**config.mk**
```make
export PLATFORM = sky130hd
export DESIGN_NAME = uart_count_streamer
export DESIGN_NICKNAME = d
export VERILOG_FILES = /design/src/rtl/uart_stream_pkg.sv /design/src/rtl/count_step_unit.sv /design/src/rtl/uart_count_streamer.sv
export SDC_FILE = /design/constraint.sdc
export NUM_CORES = 1
export LEC_CHECK = 0
export BUFFER_PORTS_ARGS = -buffer_cell sky130_fd_sc_hd__buf_2
export CAP_MARGIN = 15
export CORE_MARGIN = 5
export CORE_UTILIZATION = 50
export CTS_CLUSTER_SIZE = 12
export DETAILED_ROUTE_END_ITERATION = 8
export GPL_TIMING_DRIVEN = 0
export PLACE_DENSITY = 0.71
export SETUP_SLACK_MARGIN = 0.3
export SKIP_CTS_REPAIR_TIMING = 1
export SYNTH_ARGS = -nofsm -noshare
export SYNTH_HDL_FRONTEND = slang
export SYNTH_HIERARCHICAL = 1
export SYNTH_SLANG_ARGS = --single-unit
```
**constraint.sdc**
```tcl
create_clock -name i_Clk -period 4.8 [get_ports i_Clk]
set_input_delay 0.72 -clock i_Clk [delete_from_list [all_inputs] [get_ports i_Clk]]
set_output_delay 0.72 -clock i_Clk [all_outputs]
set_load 0.03 [all_outputs]
```
**src/rtl/uart_stream_pkg.sv**
```systemverilog
// uart_stream_pkg
//   Definitions shared by the UART count streamer family:
//   - stream_state_e    : frame sequencer states (IDLE, ISSUE, WAIT, ADVANCE)
//   - DEFAULT_SYNC_BYTE : header byte placed in front of each frame
//   - bytes_per_word()  : number of payload bytes in a WIDTH-bit word
package uart_stream_pkg;

  typedef enum logic [1:0] {
    ST_IDLE    = 2'd0,
    ST_ISSUE   = 2'd1,
    ST_WAIT    = 2'd2,
    ST_ADVANCE = 2'd3
  } stream_state_e;

  localparam logic [7:0] DEFAULT_SYNC_BYTE = 8'hA5;

  function automatic int bytes_per_word(input int width);
    return width / 8;
  endfunction

endpackage

```
**src/rtl/count_step_unit.sv**
```systemverilog
// count_step_unit
//   Next-count logic for a wrapping up/down counter with a programmable
//   step and inclusive upper limit, plus clamping of load values.
//   Purely combinational so several channels can share the same shape.
// Ports:
//   i_Count         current counter value
//   i_Dir           0 = count up, 1 = count down
//   i_Load_Pending  1 = a deferred load takes priority over stepping
//   i_Pending_Val   deferred load value (already clamped)
//   i_Load_Val      raw load value to clamp
//   o_Next_Count    value the counter takes when it advances
//   o_Load_Clamped  min(i_Load_Val, MAX_COUNT)
module count_step_unit #(
  parameter int               WIDTH     = 16,
  parameter logic [WIDTH-1:0] MAX_COUNT = {WIDTH{1'b1}},
  parameter logic [WIDTH-1:0] STEP      = WIDTH'(1)
) (
  input  logic [WIDTH-1:0] i_Count,
  input  logic             i_Dir,
  input  logic             i_Load_Pending,
  input  logic [WIDTH-1:0] i_Pending_Val,
  input  logic [WIDTH-1:0] i_Load_Val,
  output logic [WIDTH-1:0] o_Next_Count,
  output logic [WIDTH-1:0] o_Load_Clamped
);

  // One extra bit keeps MAX_COUNT-STEP and the compares free of overflow.
  logic [WIDTH:0] count_ext_s;
  logic [WIDTH:0] step_ext_s;
  logic [WIDTH:0] up_limit_s;

  assign count_ext_s = {1'b0, i_Count};
  assign step_ext_s  = {1'b0, STEP};
  assign up_limit_s  = {1'b0, MAX_COUNT} - step_ext_s;

  // Clamp an incoming load value to the wrap limit.
  always_comb begin
    if (i_Load_Val > MAX_COUNT) begin
      o_Load_Clamped = MAX_COUNT;
    end else begin
      o_Load_Clamped = i_Load_Val;
    end
  end

  // Pick the advanced count: pending load first, then wrapping step.
  always_comb begin
    if (i_Load_Pending) begin
      o_Next_Count = i_Pending_Val;
    end else if (i_Dir) begin
      if (count_ext_s < step_ext_s) begin
        o_Next_Count = MAX_COUNT;
      end else begin
        o_Next_Count = i_Count - STEP;
      end
    end else begin
      if (count_ext_s > up_limit_s) begin
        o_Next_Count = {WIDTH{1'b0}};
      end else begin
        o_Next_Count = i_Count + STEP;
      end
    end
  end

endmodule

```
**src/rtl/uart_count_streamer.sv**
```systemverilog
// uart_count_streamer
//   WIDTH-bit up/down counter whose value is streamed to a UART TX as a
//   frame of WIDTH/8 bytes (MSB first), optionally preceded by SYNC_BYTE.
//   The counter only moves in the ADVANCE cycle after a frame, so the
//   transmitted bytes always match the snapshot taken at frame start.
// Ports:
//   i_Clk, i_Rst_n    clock, asynchronous active-low reset
//   i_Enable          stream continuously (sampled in IDLE)
//   i_Dir             0 = up, 1 = down (sampled in ADVANCE)
//   i_Load/i_Load_Val load strobe and value (clamped to MAX_COUNT)
//   i_Tx_Active       UART busy
//   i_Tx_Done         UART byte-complete pulse
//   o_Tx_DV/o_Tx_Byte byte-valid pulse and byte to the UART
//   o_Count           current counter value
//   o_Busy            frame in progress
//   o_Frame_Done      pulse coinciding with the count update
module uart_count_streamer
  import uart_stream_pkg::*;
#(
  parameter int               WIDTH     = 16,
  parameter logic [WIDTH-1:0] MAX_COUNT = {WIDTH{1'b1}},
  parameter logic [WIDTH-1:0] STEP      = WIDTH'(1),
  parameter bit               SYNC_EN   = 1'b1,
  parameter logic [7:0]       SYNC_BYTE = DEFAULT_SYNC_BYTE
) (
  input  logic             i_Clk,
  input  logic             i_Rst_n,
  input  logic             i_Enable,
  input  logic             i_Dir,
  input  logic             i_Load,
  input  logic [WIDTH-1:0] i_Load_Val,
  input  logic             i_Tx_Active,
  input  logic             i_Tx_Done,
  output logic             o_Tx_DV,
  output logic [7:0]       o_Tx_Byte,
  output logic [WIDTH-1:0] o_Count,
  output logic             o_Busy,
  output logic             o_Frame_Done
);

  localparam int         NB       = bytes_per_word(WIDTH) + (SYNC_EN ? 1 : 0);
  localparam logic [2:0] LAST_IDX = 3'(NB - 1);

  stream_state_e    state_r, state_s;
  logic [2:0]       idx_r, idx_s;
  logic [WIDTH-1:0] frame_r, frame_s;
  logic [WIDTH-1:0] count_r, count_s;
  logic             pend_r, pend_s;
  logic [WIDTH-1:0] pend_val_r, pend_val_s;
  logic             tx_dv_r, tx_dv_s;
  logic [7:0]       tx_byte_r, tx_byte_s;
  logic             done_r, done_s;
  logic             busy_r, busy_s;
  logic [WIDTH-1:0] next_count_s;
  logic [WIDTH-1:0] load_clamped_s;

  count_step_unit #(
    .WIDTH    (WIDTH),
    .MAX_COUNT(MAX_COUNT),
    .STEP     (STEP)
  ) u_step (
    .i_Count       (count_r),
    .i_Dir         (i_Dir),
    .i_Load_Pending(pend_r),
    .i_Pending_Val (pend_val_r),
    .i_Load_Val    (i_Load_Val),
    .o_Next_Count  (next_count_s),
    .o_Load_Clamped(load_clamped_s)
  );

  // Frame sequencer and counter next-state logic.
  always_comb begin
    state_s    = state_r;
    idx_s      = idx_r;
    frame_s    = frame_r;
    count_s    = count_r;
    pend_s     = pend_r;
    pend_val_s = pend_val_r;
    tx_dv_s    = 1'b0;
    tx_byte_s  = tx_byte_r;
    done_s     = 1'b0;

    case (state_r)
      ST_IDLE: begin
        if (i_Enable && !i_Tx_Active) begin
          state_s = ST_ISSUE;
          idx_s   = 3'd0;
          frame_s = count_r;
          // A load racing the frame start is deferred so the snapshot
          // still carries the old count.
          if (i_Load) begin
            pend_s     = 1'b1;
            pend_val_s = load_clamped_s;
          end else begin
            pend_s = pend_r;
          end
        end else begin
          if (i_Load) begin
            count_s = load_clamped_s;
            pend_s  = 1'b0;
          end else begin
            count_s = count_r;
          end
        end
      end

      ST_ISSUE: begin
        if (!i_Tx_Active) begin
          tx_dv_s = 1'b1;
          state_s = ST_WAIT;
          if (SYNC_EN && (idx_r == 3'd0)) begin
            tx_byte_s = SYNC_BYTE;
          end else begin
            // Frame register shifts left so the next byte is always on top.
            tx_byte_s = frame_r[WIDTH-1 -: 8];
            frame_s   = frame_r << 4'd8;
          end
        end else begin
          state_s = ST_ISSUE;
        end
      end

      ST_WAIT: begin
        if (i_Tx_Done) begin
          if (idx_r == LAST_IDX) begin
            state_s = ST_ADVANCE;
          end else begin
            idx_s   = idx_r + 3'd1;
            state_s = ST_ISSUE;
          end
        end else begin
          state_s = ST_WAIT;
        end
      end

      ST_ADVANCE: begin
        count_s = next_count_s;
        done_s  = 1'b1;
        pend_s  = 1'b0;
        state_s = ST_IDLE;
      end

      default: begin
        state_s = ST_IDLE;
      end
    endcase

    // Loads outside IDLE are held until the next ADVANCE; last one wins.
    // A strobe during ADVANCE re-arms for the following frame.
    if ((state_r != ST_IDLE) && i_Load) begin
      pend_s     = 1'b1;
      pend_val_s = load_clamped_s;
    end else begin
      pend_val_s = pend_val_s;
    end

    busy_s = (state_s != ST_IDLE);
  end

  // State and output registers.
  always_ff @(posedge i_Clk or negedge i_Rst_n) begin
    if (!i_Rst_n) begin
      state_r    <= ST_IDLE;
      idx_r      <= 3'd0;
      frame_r    <= {WIDTH{1'b0}};
      count_r    <= {WIDTH{1'b0}};
      pend_r     <= 1'b0;
      pend_val_r <= {WIDTH{1'b0}};
      tx_dv_r    <= 1'b0;
      tx_byte_r  <= 8'h00;
      done_r     <= 1'b0;
      busy_r     <= 1'b0;
    end else begin
      state_r    <= state_s;
      idx_r      <= idx_s;
      frame_r    <= frame_s;
      count_r    <= count_s;
      pend_r     <= pend_s;
      pend_val_r <= pend_val_s;
      tx_dv_r    <= tx_dv_s;
      tx_byte_r  <= tx_byte_s;
      done_r     <= done_s;
      busy_r     <= busy_s;
    end
  end

  assign o_Tx_DV      = tx_dv_r;
  assign o_Tx_Byte    = tx_byte_r;
  assign o_Count      = count_r;
  assign o_Busy       = busy_r;
  assign o_Frame_Done = done_r;

endmodule

```
==> flow_summary.json, run 1 <==
{
  "wl_per_cell_um": 18.0,
  "period_share_pct": 61.4,
  "ant_nets": 0,
  "rrSetupSlack_ns": 1.85,
  "drive_gt1_share_pct": 34.8,
  "relSlewSlack_pct": 44.3,
  "hold_class": "in -> async",
  "via_per_inst": 5.75,
  "dr.pass1.iters": 6,
  "root_buffer": "clkbuf_8",
  "ys_seq_elements": 65,
  "die_area_sq_um": 10300,
  "initial_core_util_pct": 51.2,
  "vdd_drop_max_uv": 398,
  "whs_ns": 0.455,
  "cts_tree": "yes",
  "rsz0062_at_grt": "false",
  "dieHeight_um": 102,
  "async_flop_share_pct": 100,
  "yosysTopAreaCell": "dfrtp_1",
  "yosysWarningCount": 6,
  "numPortBuffers": 33,
  "syn2layout_area_growth_pct": 12.0,
  "slew_viol_final": 0,
  "drt_iter0_markers": 140,
  "clockBufferDepth": 2,
  "placeableCoreArea_sq_um": 8220,
  "powerDensity_nw_per_um2": 683,
  "crit_fanout": 10,
  "ys_seq_area_share_pct": 38.7,
  "p_total_uw": 3210,
  "gp_congestion": 0.883,
  "post-place-ws_ns": 1.86,
  "num_vias": 3262,
  "seq_area_sq_um": 1630,
  "die-width_um": 102,
  "grt_pass1_wl_um": 17200,
  "multi_input_area_sq_um": 2220,
  "skew_ns": 0.00692,
  "critical_path.startpoint_type": "flop",
  "finalHoldViolCount": 0,
  "dp_hpwl_um": 7340,
  "r2r_end": "o_Count[7]",
  "insertion_delay_ns": 0.35,
  "synth.top_cell.area_share_pct": 38.7,
  "cts_buffers": 9,
  "cap_violations": 0,
  "drt_wl_total_um": 10200,
  "netlist_area_sq_um": 4200,
  "clkSlewWorstSetupHoldPaths_ns": 0.08,
  "nets": 486,
  "gr-total-overflow": 0,
  "setup_tns_ns": 0,
  "worst_slack_ns": 1.85,
  "yosysUniqueCellTypes": 68,
  "synth_nets": 442,
  "r2r-start": "o_Count[0]",
  "yosysMostFrequentCell": "dfrtp_1",
  "syn_inst": 413,
  "synth_edf_count": 0,
  "grt_max_degree": 66,
  "ff2ff_path_depth": 8,
  "postSynthAreaPerCell_sq_um": 10.2,
  "worstPathArrival_ns": 3.18,
  "fin_crit_ns": 2.95,
  "htreeDepth": 3,
  "outcome": "complete, no violations",
  "yosys-top-cells-count": "dfrtp_1 (65), mux2_2 (62), nand2_1 (27)",
  "fmax_mhz": 339,
  "netlist_top_cells_area": "dfrtp_1 (39%), mux2_2 (17%), buf_4 (3.0%), mux2i_1 (2.9%), xnor2_1 (2.7%)",
  "synth_ff_type": "dfrtp_1",
  "grt_antenna_before_repair": 0,
  "pin_count": 50,
  "grtUsageTotal_pct": 21.3,
  "nFillCells": 729,
  "worstSetupPathType": "reg -> reg",
  "n_antenna_cell": 0,
  "power_leakage_uw": 0.00208,
  "cp.required_ns": 5.04,
  "cts.sinks": 65,
  "drc": 0,
  "crit_path_end_kind": "flop",
  "worst_slew_pin_slew_ns": 0.835,
  "num_rows": 33,
  "setup_viol": 0,
  "grt_pass1_vias": 3420
}
==> final cells by class <==
| class | count | share of cell area (%) |
|---|---|---|
| inverter | 26 | 2.07 |
| clock inverter | 6 | 1.41 |
| multi-input combinational | 278 | 47.1 |
| buffer | 44 | 5.61 |
| sequential | 65 | 34.6 |
| timing repair buffer | 33 | 3.56 |
| tap | 105 | 2.79 |
| clock buffer | 10 | 2.92 |
==> worst max-delay path, cell delays in order, from the launching register on <==
cell      delay [ns]
dfrtp_1         0.54
inv_1           0.16
ha_1            0.22
nor3_1          0.59
a31oi_4         0.29
a221oi_1        0.41
a21oi_1         0.08
mux2_2          0.28
mux2_2          0.26
==> where the power goes <==
group	leakage, uW	switching (uW)	internal, uW
registers	0.000780	265	806
logic	0.00119	941	716
clock network	0.000107	230	256
==> through the flow <==
stage,cell area [sq um],cells,util (%)
global placement,4500,551,54.8
global route,4710,567,57.3
finish,4710,567,57.3
CTS,4710,567,57.3
floorplan,4200,413,-
detailed placement,4500,551,54.8
==> cells in the final DEF, fill, tap and decap left out, types with 8 or more instances in the layout <==
cell type   n
clkbuf_8   10
mux2i_1    12
nand2b_1    8
nand2_1    27
buf_4      18
inv_1      24
o21ai_0    16
xnor2_1    13
a21oi_1    14
mux2_2     62
clkbuf_1    8
dfrtp_1    65
nor2_1     20
nand3_1    18
buf_2      47
==> how the worst max path moves through the flow <==
stage	from	to	slack [ns]	cells after the start
finish	o_Count[0]	o_Count[7]	1.85	8
global route	o_Count[0]	o_Count[7]	1.68	8
CTS	o_Count[0]	o_Count[7]	1.85	8
detailed placement	o_Count[0]	o_Count[7]	1.86	8
global placement	o_Count[0]	o_Count[7]	1.94	8
floorplan	o_Count[0]	o_Count[15]	2.12	8
==> logic make-up (layout without fill, tap and decap cells) <==
logic type	Yosys count	in the layout	share of synthesized area [%]
fa+ha+maj	6	6	1.79
buf+inv	70	119	8.60
compound gates	67	67	11.8
mux	76	76	20.2
simple gates	113	113	15.6
flops	65	65	38.7
xor+xnor	16	16	3.33
==> per-layer routing <==
layer | wire length, um | vias up | GRT usage [%] | share of wire (%)
li1 | - | 1545 | - | -
met1 | 4580 | 1591 | 28.3 | 45
met2 | 4930 | 103 | 34.5 | 48
met3 | 467 | 23 | 3.99 | 4.6
met4 | 240 | 0 | 8.28 | 2.3
met5 | 0 | - | 0 | 0
==> flip-flops by register name (all words and copies together) (netlist names) <==
name / flops
o_Tx_DV: 1
frame_r: 16
idx_r: 3
o_Count: 16
state_r: 2
o_Frame_Done: 1
o_Busy: 1
pend_r: 1
pend_val_r: 16
o_Tx_Byte: 8
Note: power is estimated with default switching activity, not from simulation.
==> inputs of run 2 (changes only) <==
==> constraint.sdc (replaced) <==
create_clock -name i_Clk -period 3 [get_ports i_Clk]
set_input_delay 0.45 -clock i_Clk [delete_from_list [all_inputs] [get_ports i_Clk]]
set_output_delay 0.45 -clock i_Clk [all_outputs]
set_load 0.03 [all_outputs]
==> flow_summary.json, run 2 (same netlist as run 1, synthesis figures left out) <==
{
  "outcome": "complete, no violations",
  "n_antenna_cell": 0,
  "worst_slew_pin_slew_ns": 0.837,
  "cp.required_ns": 3.24,
  "gp_congestion": 0.883,
  "drt_iter0_markers": 150,
  "slew_viol_final": 0,
  "cts_buffers": 9,
  "r2r-start": "o_Count[5]",
  "nets": 493,
  "numPortBuffers": 33,
  "vdd_drop_max_uv": 636,
  "powerDensity_nw_per_um2": 1090,
  "top_layer_used": "met4",
  "worstPathArrival_ns": 2.87,
  "nFillCells": 709,
  "final_common_cell": "dfrtp_1",
  "gr-total-overflow": 0,
  "setup_tns_ns": 0,
  "die_area_sq_um": 10300,
  "layout_common_cells": "dfrtp_1 (63), mux2_2 (62), buf_2 (45)",
  "whs_ns": 0.187,
  "period_share_pct": 87.9,
  "placeableCoreArea_sq_um": 8220,
  "wl_met3_um": 576,
  "syn2layout_area_growth_pct": 14.6,
  "relSlewSlack_pct": 44.2,
  "grt_max_degree": 66,
  "grt_pass1_wl_um": 17200,
  "fmax_mhz": 379,
  "crit_path_end_kind": "flop",
  "cap_violations": 0,
  "cp-endpoint": "o_Count[13]",
  "grtUsageTotal_pct": 21.3,
  "crit_start": "o_Count[5]",
  "rsz0062_at_grt": "true",
  "ff2ff_path_depth": 8,
  "skew_ns": 0.00682,
  "htreeDepth": 3,
  "worstSetupPathType": "reg -> reg",
  "grt_antenna_before_repair": 0,
  "drt_wl_total_um": 10300,
  "clkSlewWorstSetupHoldPaths_ns": 0.08,
  "ant_nets": 0,
  "crit_fanout": 10,
  "clockBufferDepth": 2,
  "cts_tree": "yes",
  "cts.sinks": 65,
  "hold_class": "in -> async",
  "fin_crit_ns": 2.64,
  "grt_pass1_vias": 3420,
  "initial_core_util_pct": 51.2,
  "rrSetupSlack_ns": 0.36,
  "wl_per_cell_um": 17.9,
  "drc": 0,
  "pin_count": 50,
  "num_vias": 3305,
  "met1_length_um": 4480,
  "dp_hpwl_um": 7340,
  "insertion_delay_ns": 0.35,
  "power_leakage_uw": 0.00213,
  "num_rows": 33,
  "dr.pass1.iters": 5,
  "drive_gt1_share_pct": 37.3,
  "finalHoldViolCount": 0,
  "root_buffer": "clkbuf_8",
  "wl_met2_um": 5010,
  "dieHeight_um": 102,
  "via_per_inst": 5.76,
  "r2r_end": "o_Count[13]",
  "critical_path.startpoint_type": "flop",
  "die-width_um": 102,
  "setup_viol": 0
}
## run 2: per-layer routing
layer | vias up | global-route usage (%)
met5 | - | 0
met4 | 0 | 8.28
met3 | 20 | 3.99
met2 | 122 | 34.5
met1 | 1612 | 28.3
li1 | 1551 | -
## run 2: worst max-delay path: stages (launching register included)
cell,delay [ns]
dfrtp_1,0.42
buf_2,0.21
nor4_4,0.40
nand4b_2,0.18
o311a_1,0.36
a2111oi_4,0.35
a21oi_1,0.07
mux2_2,0.28
mux2_2,0.26
## run 2: worst min path at each step
| stage | slack [ns] | to | depth (start not counted) |
|---|---|---|---|
| 2_1_floorplan | 0.15 | frame_r[0] | 0 |
| 3_3_place_gp | 0.49 | pend_val_r[10] | 1 |
| 3_5_place_dp | 0.49 | pend_val_r[10] | 1 |
| 4_1_cts | 0.22 | o_Count[7] | 1 |
| 5_1_grt | 0.26 | pend_val_r[2] | 1 |
| 6_report | 0.19 | pend_val_r[14] | 1 |
## run 2: metrics by stage
step                      cells  total power, uW  setup WS, ns  utilization [%]  area (sq um)
after CTS                   567             5170        0.0524             57.3          4710
after detailed placement    551             4360        0.0591             54.8          4500
after floorplan             413             3640         0.315                -          4200
final                       574             5260         0.363             58.6          4820
after global placement      551             4280         0.136             54.8          4500
after global routing        574             5640         0.246             58.6          4820
## run 2: report_power, final
group	switching, uW	internal, uW
registers	420	1290
logic	1560	1210
clock network	367	409
## run 2: cell type report
cell class / count / area, sq um / share of cell area, %
Multi-Input combinational cell: 278 / 2260 / 47.0
Sequential cell: 65 / 1630 / 33.8
Buffer: 44 / 270 / 5.61
Tap cell: 105 / 131 / 2.73
Clock inverter: 6 / 66.3 / 1.38
Timing Repair Buffer: 40 / 220 / 4.57
Inverter: 26 / 97.6 / 2.03
Clock buffer: 10 / 138 / 2.86
==> inputs of run 3 (changes only) <==
--- a/config.mk
+++ b/config.mk
@@ -8,11 +8,12 @@
 export BUFFER_PORTS_ARGS = -buffer_cell sky130_fd_sc_hd__buf_2
 export CAP_MARGIN = 15
 export CORE_MARGIN = 5
-export CORE_UTILIZATION = 50
+export CORE_UTILIZATION = 47
 export CTS_CLUSTER_SIZE = 12
 export DETAILED_ROUTE_END_ITERATION = 8
 export GPL_TIMING_DRIVEN = 0
-export PLACE_DENSITY = 0.71
+export MAX_ROUTING_LAYER = met4
+export PLACE_DENSITY = 0.68
 export SETUP_SLACK_MARGIN = 0.3
 export SKIP_CTS_REPAIR_TIMING = 1
 export SYNTH_ARGS = -nofsm -noshare
==> flow_summary.json, run 3 (same netlist as run 1, synthesis figures left out) <==
{
  "worst_slack_ns": 0.414,
  "worstPathCellList": "inv_1 > ha_1 > nor3b_4 > and2_2 > a41o_1 > o32a_1 > mux2_2 > mux2_2",
  "root_buffer": "clkbuf_8",
  "setup_viol": 0,
  "grt_pass1_vias": 3368,
  "relSlewSlack_pct": 43.3,
  "slew_viol_final": 0,
  "grt_pass1_wl_um": 17900,
  "worst_slew_pin_slew_ns": 0.850,
  "die-width_um": 105,
  "drt_wl_total_um": 10800,
  "cp.required_ns": 3.24,
  "cap_violations": 0,
  "post-place-ws_ns": -0.00372,
  "num_rows": 34,
  "worstPathArrival_ns": 2.83,
  "crit_fanout": 12,
  "ant_nets": 0,
  "cts_tree": "yes",
  "syn2layout_area_growth_pct": 15.8,
  "pin_count": 50,
  "grtUsageTotal_pct": 20.9,
  "cts.sinks": 65,
  "wl_met3_um": 637,
  "gr-total-overflow": 0,
  "num_vias": 3295,
  "finalHoldViolCount": 0,
  "insertion_delay_ns": 0.36,
  "worstSetupPathType": "reg -> reg",
  "cp_slowest_cell": "dfrtp_2",
  "rsz0062_at_grt": "true",
  "layout_common_cells": "mux2_2 (62), dfrtp_1 (62), buf_2 (44)",
  "wl_per_cell_um": 18.8,
  "nFillCells": 793,
  "initial_core_util_pct": 48.2,
  "grt_antenna_before_repair": 0,
  "hold_class": "in -> async",
  "drive_gt1_share_pct": 37.7,
  "wl_met2_um": 5460,
  "seq_area_sq_um": 1630,
  "die_area_sq_um": 10900,
  "multi_input_area_sq_um": 2280,
  "cts_buffers": 9,
  "p_total_uw": 5350,
  "power_leakage_uw": 0.00215,
  "clkSlewWorstSetupHoldPaths_ns": 0.08,
  "drt_iter0_markers": 170,
  "grt_max_degree": 66,
  "fin_crit_ns": 2.59,
  "clockBufferDepth": 2,
  "dr.pass1.iters": 5,
  "n_antenna_cell": 0,
  "htreeDepth": 3,
  "dp_hpwl_um": 7730,
  "placeableCoreArea_sq_um": 8720,
  "met1_length_um": 4570,
  "period_share_pct": 86.2,
  "dieHeight_um": 105,
  "powerDensity_nw_per_um2": 1100,
  "drc": 0,
  "crit_top_cell": "mux2_2",
  "gp_congestion": 0.892,
  "critical_path.startpoint_type": "flop",
  "slowest_delay_ns": 0.53,
  "outcome": "complete, no violations",
  "via_per_inst": 5.70,
  "skew_ns": 0.00685,
  "crit_path_end_kind": "flop",
  "numPortBuffers": 33,
  "fmax_mhz": 387,
  "top_layer_used": "met4",
  "vdd_drop_max_uv": 553,
  "nets": 494
}
run 3: changes by cell type in the layout (fill, tap and decap cells not counted), sizes merged:
cell      change
buf           +1
clkbuf        -1
clkinv        -4
clkinvlp      +2
inv           +3
run 3: per-stage QoR:
stage	cells	TNS [ns]	instance area, sq um	hold slack (ns)	util [%]
global route	578	0	4870	0.258	55.8
global placement	554	0	4500	0.486	51.6
detailed placement	554	-0.00372	4510	0.494	51.7
CTS	570	-0.0245	4710	0.233	54.0
finish	578	0	4870	0.183	55.8
floorplan	413	0	4200	0.154	-
run 3: worst paths after layout:
path | start | to | slack, ns | depth (start not counted)
setup / recovery | o_Count[1] | o_Count[15] | 0.41 | 8
hold / removal | i_Rst_n | pend_val_r[15] | 0.18 | 1
setup reg to reg | o_Count[1] | o_Count[15] | 0.41 | 8
hold reg to reg | frame_r[11] | o_Tx_Byte[3] | 0.51 | 2
max in group asynchronous | i_Rst_n | o_Count[5] | 2.20 | 1
min in group i_Clk | i_Load_Val[7] | pend_val_r[7] | 0.33 | 2
run 3: power breakdown:
part	internal [uW]	switching [uW]	total, uW
sequential	1290	426	1720
clock	398	401	799
combinational	1250	1590	2830
total	2940	2410	5350
run 3: final cells by class:
type                    instances  area share [%]
clock buffers                   9            2.54
inverters                      26            2.01
repair buffers                 41            4.94
clock inverters                 7            1.70
well taps                     108            2.78
multi-input cells             278            46.9
flip-flops and latches         65            33.5
plain buffers                  44            5.60
run 3: routing by layer:
metal  global-route usage [%]  vias up
met5                        -        -
met4                     5.94        0
met3                     4.99       16
met2                     33.9       98
met1                     26.2     1626
li1                         -     1555
run 3: critical path: cells and delay by family, from the launching register on:
kind	cells	cell delay, ns
AOI/OAI and AO/OA	2	0.73
DFF	1	0.53
muxes	2	0.52
and+or+nand+nor	2	0.41
adders and majority gates	1	0.20
buffers and inverters	1	0.08
